===== src/rtl/ip_tx_arbiter.sv =====
// Round-robin frame arbiter feeding the IP TX block from the UDP (ch0) and ICMP (ch1) transmitters.
// Optional watchdog abort of a stalled frame is built when ARB_TIMEOUT_EN is defined.
module ip_tx_arbiter #(
    parameter int P_GAP_CYCLES = 4,
    parameter int P_TIMEOUT    = 1024
) (
    input  logic        i_clk,
    input  logic        i_rst,
    input  logic        i_ch0_req,
    input  logic [7:0]  i_ch0_type,
    input  logic [15:0] i_ch0_len,
    output logic        o_ch0_grant,
    input  logic [7:0]  i_ch0_data,
    input  logic        i_ch0_last,
    input  logic        i_ch0_valid,
    input  logic        i_ch1_req,
    input  logic [7:0]  i_ch1_type,
    input  logic [15:0] i_ch1_len,
    output logic        o_ch1_grant,
    input  logic [7:0]  i_ch1_data,
    input  logic        i_ch1_last,
    input  logic        i_ch1_valid,
    output logic [7:0]  o_ip_type,
    output logic [7:0]  o_ip_data,
    output logic [15:0] o_ip_len,
    output logic        o_ip_last,
    output logic        o_ip_valid,
    output logic        o_busy,
    output logic        o_len_err,
    output logic [1:0]  o_dbg_state
);
    // Handshake: a requester holds req (with type/len stable) until it sees its one-cycle
    // grant; from the following cycle its valid bytes are forwarded one cycle later.
    localparam logic [1:0] S_IDLE  = 2'd0;
    localparam logic [1:0] S_GRANT = 2'd1;
    localparam logic [1:0] S_XFER  = 2'd2;
    localparam logic [1:0] S_GAP   = 2'd3;
    localparam int GW = $clog2(P_GAP_CYCLES + 1);

    if (P_GAP_CYCLES < 1 || P_TIMEOUT < 1) begin : g_bad_params
        $error("ip_tx_arbiter: P_GAP_CYCLES and P_TIMEOUT must be at least 1");
    end

    logic [1:0]    state_q, state_d;
    logic          sel_q, sel_d;
    logic          ptr_q, ptr_d;
    logic [7:0]    type_q, type_d;
    logic [15:0]   len_q, len_d;
    logic [15:0]   cnt_q, cnt_d;
    logic [GW-1:0] gap_q, gap_d;
    logic [7:0]    data_q, data_d;
    logic          valid_q, valid_d;
    logic          last_q, last_d;
    logic          err_q, err_d;
    logic          pick;
    logic [7:0]    sel_data;
    logic          sel_valid, sel_last;
`ifdef ARB_TIMEOUT_EN
    localparam int TW = $clog2(P_TIMEOUT + 1);
    logic [TW-1:0] wd_q, wd_d;
`endif

    assign sel_data  = sel_q ? i_ch1_data  : i_ch0_data;
    assign sel_valid = sel_q ? i_ch1_valid : i_ch0_valid;
    assign sel_last  = sel_q ? i_ch1_last  : i_ch0_last;
    // ptr_q holds the channel served most recently; reset value 1 favours channel 0.
    assign pick = (i_ch0_req && i_ch1_req) ? ~ptr_q : i_ch1_req;

    always_comb begin
        state_d = state_q;
        sel_d   = sel_q;
        ptr_d   = ptr_q;
        type_d  = type_q;
        len_d   = len_q;
        cnt_d   = cnt_q;
        gap_d   = gap_q;
        data_d  = 8'h00;
        valid_d = 1'b0;
        last_d  = 1'b0;
        err_d   = 1'b0;
`ifdef ARB_TIMEOUT_EN
        wd_d    = wd_q;
`endif
        case (state_q)
            S_IDLE: begin
                if (i_ch0_req || i_ch1_req) begin
                    sel_d   = pick;
                    type_d  = pick ? i_ch1_type : i_ch0_type;
                    len_d   = pick ? i_ch1_len  : i_ch0_len;
                    cnt_d   = 16'd0;
                    state_d = S_GRANT;
                end
            end
            S_GRANT: begin
`ifdef ARB_TIMEOUT_EN
                wd_d = '0;
`endif
                if (len_q == 16'd0) begin
                    err_d   = 1'b1;
                    ptr_d   = sel_q;
                    gap_d   = '0;
                    state_d = S_GAP;
                end else begin
                    state_d = S_XFER;
                end
            end
            S_XFER: begin
                data_d  = sel_data;
                valid_d = sel_valid;
                if (sel_valid) begin
                    cnt_d = cnt_q + 16'd1;
`ifdef ARB_TIMEOUT_EN
                    wd_d  = '0;
`endif
                    // A frame ends on the sender's last or on reaching the latched length.
                    if (sel_last || (cnt_q + 16'd1 == len_q)) begin
                        last_d  = 1'b1;
                        err_d   = !(sel_last && (cnt_q + 16'd1 == len_q));
                        ptr_d   = sel_q;
                        gap_d   = '0;
                        state_d = S_GAP;
                    end
                end
`ifdef ARB_TIMEOUT_EN
                else if (wd_q == TW'(P_TIMEOUT - 1)) begin
                    ptr_d   = sel_q;
                    gap_d   = '0;
                    state_d = S_GAP;
                    if (cnt_q != 16'd0) begin
                        data_d  = 8'h00;
                        valid_d = 1'b1;
                        last_d  = 1'b1;
                        err_d   = 1'b1;
                    end
                end else begin
                    wd_d = wd_q + 1'b1;
                end
`endif
            end
            default: begin
                if (gap_q == GW'(P_GAP_CYCLES - 1)) begin
                    state_d = S_IDLE;
                end else begin
                    gap_d = gap_q + 1'b1;
                end
            end
        endcase
    end

    always_ff @(posedge i_clk or posedge i_rst) begin
        if (i_rst) begin
            state_q <= S_IDLE;
            sel_q   <= 1'b0;
            ptr_q   <= 1'b1;
            type_q  <= 8'h00;
            len_q   <= 16'd0;
            cnt_q   <= 16'd0;
            gap_q   <= '0;
            data_q  <= 8'h00;
            valid_q <= 1'b0;
            last_q  <= 1'b0;
            err_q   <= 1'b0;
`ifdef ARB_TIMEOUT_EN
            wd_q    <= '0;
`endif
        end else begin
            state_q <= state_d;
            sel_q   <= sel_d;
            ptr_q   <= ptr_d;
            type_q  <= type_d;
            len_q   <= len_d;
            cnt_q   <= cnt_d;
            gap_q   <= gap_d;
            data_q  <= data_d;
            valid_q <= valid_d;
            last_q  <= last_d;
            err_q   <= err_d;
`ifdef ARB_TIMEOUT_EN
            wd_q    <= wd_d;
`endif
        end
    end

    assign o_ch0_grant = (state_q == S_GRANT) && !sel_q;
    assign o_ch1_grant = (state_q == S_GRANT) &&  sel_q;
    assign o_ip_type   = type_q;
    assign o_ip_len    = len_q;
    assign o_ip_data   = data_q;
    assign o_ip_valid  = valid_q;
    assign o_ip_last   = last_q;
    assign o_len_err   = err_q;
    assign o_busy      = (state_q != S_IDLE);
    assign o_dbg_state = state_q;
endmodule


===== config.mk =====
export PLATFORM = sky130hd
export DESIGN_NAME = ip_tx_arbiter
export DESIGN_NICKNAME = d
export VERILOG_FILES = /design/src/rtl/ip_tx_arbiter.sv
export SDC_FILE = /design/constraint.sdc
export NUM_CORES = 1
export LEC_CHECK = 0
export BUFFER_PORTS_ARGS = -buffer_cell sky130_fd_sc_hd__buf_2
export CAP_MARGIN = 10
export CORE_UTILIZATION = 50
export CTS_CLUSTER_SIZE = 24
export DETAILED_ROUTE_END_ITERATION = 8
export GPL_TIMING_DRIVEN = 0
export PLACE_DENSITY = 0.79
export SETUP_SLACK_MARGIN = 0.4
export SKIP_LAST_GASP = 1
export SLEW_MARGIN = 20
export SYNTH_ARGS = -nofsm -noshare
export SYNTH_HDL_FRONTEND = slang
export SYNTH_SLANG_ARGS = --single-unit

===== constraint.sdc =====
create_clock -name i_clk -period 5.31 [get_ports i_clk]
set_clock_uncertainty 0.1 [all_clocks]
set_input_delay 0.2655 -clock i_clk [delete_from_list [all_inputs] [get_ports i_clk]]
set_output_delay 0.2655 -clock i_clk [all_outputs]
set_load 0.05 [all_outputs]

==> results_dict.tcl <==
set metrics [dict create \
    postLayoutCoreUtil 0.653 \
    synth-edff-count 0 \
    cp-startpoint "cnt_q[0]" \
    synth.net_count 432 \
    synth_largest_area_cell "dfrtp_1" \
    max_cap_viol_count 0 \
    power_mw 2.48 \
    violations "design-rule violations" \
    grt_use_total 0.239 \
    core_mm2 0.00642 \
    synth.most_common_cell "dfrtp_1" \
    slew_violations 0 \
    vdd_drop_max_mv 0.353 \
    clock-sinks 58 \
    synth_top_area_frac 0.426 \
    rows 29 \
    diodes 0 \
    grt_overflow 0 \
    fmax_mhz 240 \
    first_global_vias 2989 \
    synth_top_family_by_area "simple AND/OR/NAND/NOR gates" \
    finalHoldViolations 0 \
    hpwl_um 6040 \
    finalSetupTns_ns 0 \
    final_area_mm2 0.00419 \
    synth_mux_area_frac 0.118 \
    synthXorXnorAreaFrac 0.0602 \
    p_clk_frac 0.148 \
    drt_iter0_markers 173 \
    power.internal_mw 1.20 \
    rr_worst_depth 12 \
    grt_max_degree 59 \
    layout-drive-gt1-share 0.290 \
    cts_tree "built" \
    yosys-top-cells-area "dfrtp_1 43%, mux2i_1 11%, o21ai_0 7.5%" \
    cp_slowest_cell "or4_1" \
    combPwrFrac 0.550 \
    drc 5 \
    path_buf_inv 1 \
    port_buffers 111 \
    area_delta_synth_final_pct 25.2 \
    cts_resized 0 \
    ctsLongestPathBuffers 2 \
    num_vias 3090 \
    cp_top_family "simple AND/OR/NAND/NOR gates" \
    antenna_found_initial 0 \
    post-route-period-util 0.785 \
    ctsRootBufferMaster "clkbuf_8" \
    worstSetupStartpointType "register" \
    finalNetCount 555 \
    ys_seq_area_frac 0.434 \
    fin_crit_ns 4.17 \
    die-area_mm2 0.00702 \
    crit_fanout 7 \
    seq_power_share 0.302 \
    wire_per_inst_um 14.5 \
    die_w_um 83.8 \
    crit_arrival_ns 4.29 \
    die_h_um 83.8 \
    crit_end "gap_q[0]" \
    yosys.area_share.simple 0.167 \
    via_per_inst 5.55 \
    synth_area_per_cell_um2 9.51 \
    busiest_layer "met2" \
    met1_usage 0.313 \
    grt_pass1_wl_um 13500 \
    numCtsBuffers 9 \
    ff2ff_setup_slack_ns 1.14 \
    hp-class "input port to register" \
    cp.depth 12 \
    clk_pin_slew_ns 0.07 \
    slowest_delay_ns 0.56 \
    syn-cell-area_mm2 0.00335 \
    worstReg2RegStart "cnt_q[0]" \
    cts.hold.buffers_added 1 \
    synth_adder_area_share 0.0299 \
    dp_cells 540 \
    rsz0062_at_grt "false" \
    cp-end-kind "register" \
    ys_warn_count 0 \
    htreeDepth 3 \
    clock_latency_ns 0.33 \
    critPathKind "register to register" \
    drt_wl_total_um 8100 \
    status "finished with violations" \
    p_sw_frac 0.516 \
    grtUsageMet3 0.0356 \
    synth_compound_area_frac 0.150 \
    ys_ff_latch 58 \
    postCtsSetupBuffers 0 \
    power_density_mw_per_mm2 591 \
    max-slew-margin-rel 0.487 \
    dr.pass1.iters 8 \
    total_leakage_power_nw 2.06 \
    synth_cells 352 \
    required_ns 5.43 \
    start_util 0.521 \
    worst_r2r_endpoint "gap_q[0]" \
    synth.distinct_cells 50 \
    fin_cells 557 \
    setup_violations 0 \
    crit_chain "ha_1 > and3_2 > clkbuf_1 > nand3_1 > xor2_1 > xnor2_1 > or4_1 > or4_1 > ha_1 > o21ai_0 > o2111a_1 > mux2_2" \
    ys_async_sr_fraction 1.00 \
    ios 112 \
    p_switching_mw 1.28 \
    netlist_top_cells_count "57 x dfrtp_1, 50 x o21ai_0, 44 x nand2_1" \
    place_area_mm2 0.00400 \
    tightest_slew_ns 0.765 \
    synth_ff_type "dfrtp_1" \
    use_met2 0.402 \
    gp_congestion 0.856 \
    ant_nets 0 \
]
-- metal layers --
| metal | part of all wire | up-vias |
|---|---|---|
| met5 | 0 | - |
| met2 | 0.48 | 117 |
| met4 | 0.016 | 0 |
| met1 | 0.45 | 1454 |
| met3 | 0.052 | 12 |
| li1 | - | 1507 |
-- power groups by stage --
stage | clock network (mW) | registers, mW | logic (mW)
after floorplan | 0 | 1.16 | 0.600
after global placement | 0 | 0.742 | 1.33
after detailed placement | 0 | 0.750 | 1.36
after CTS | 0.370 | 0.744 | 1.37
after global routing | 0.392 | 0.769 | 1.47
final | 0.368 | 0.747 | 1.36
-- per-stage QoR --
step           hold WS (ns)  worst slack, ns
3_5_place_dp          0.332             1.19
6_report             0.0918             1.14
3_3_place_gp          0.361             1.26
5_1_grt               0.113            0.924
4_1_cts              0.0839             1.18
2_1_floorplan         0.341             1.61
-- kinds of logic (layout without fill, tap and decap cells) --
kind of cell    count (synthesis)  count (layout)
simple gates                  107             107
flops                          58              58
compound gates                 84              84
xor+xnor                       23              23
buf+inv                        33             161
fa+ha+maj                       8               8
mux                            39              39
-- flip-flops by register name, summed over array words and instances (netlist names) --
name / flops
cnt_q: 16
gap_q: 3
o_dbg_state: 2
o_ip_data: 8
o_ip_last: 1
o_ip_len: 16
o_ip_type: 8
o_ip_valid: 1
o_len_err: 1
ptr_q: 1
sel_q: 1
-- area by class of cell --
type | count | area [um^2]
clock inverter | 5 | 28.8
multi-input combinational | 261 | 1760
fill | 520 | 2230
timing repair buffer | 112 | 566
inverter | 9 | 36.3
clock buffer | 11 | 151
sequential | 58 | 1450
buffer | 24 | 104
tap | 77 | 96.3
-- worst min-delay path by stage --
stage,slack (ns),startpoint,cells past startpoint,end
floorplan,0.34,i_ch0_data[0],2,o_ip_data[0]
global placement,0.36,o_ip_type[7],2,o_ip_type[7]
detailed placement,0.33,i_rst,2,o_ip_type[3]
CTS,0.08,i_ch0_data[2],3,o_ip_data[2]
global route,0.11,i_ch0_data[2],3,o_ip_data[2]
finish,0.09,i_ch0_data[2],3,o_ip_data[2]
-- placed cells by master (no fill, tap or decap), types with 2 or more instances in the layout --
master,count
and4_1,3
inv_1,8
nand3_1,10
nand2_1,44
a21boi_0,2
clkinv_2,4
nand3b_1,2
nor2_1,9
clkbuf_8,11
a211oi_1,2
ha_1,8
o31ai_1,10
xor2_1,8
clkbuf_1,19
nand4_1,3
mux2_2,3
a21oi_1,7
dfrtp_1,57
xnor2_1,15
o21ai_0,50
and3_1,3
nor4_1,5
a22o_1,2
or4_1,3
buf_2,112
nor3_1,4
mux2i_1,36
nor2b_1,13
-- worst min-delay path, delay by kind of cell --
kind | cells | cell delay (ns)
AND/OR/NAND/NOR | 1 | 0.10
buffers and inverters | 1 | 0.07
multiplexers | 1 | 0.05
Power figures use the tool's default switching activity.
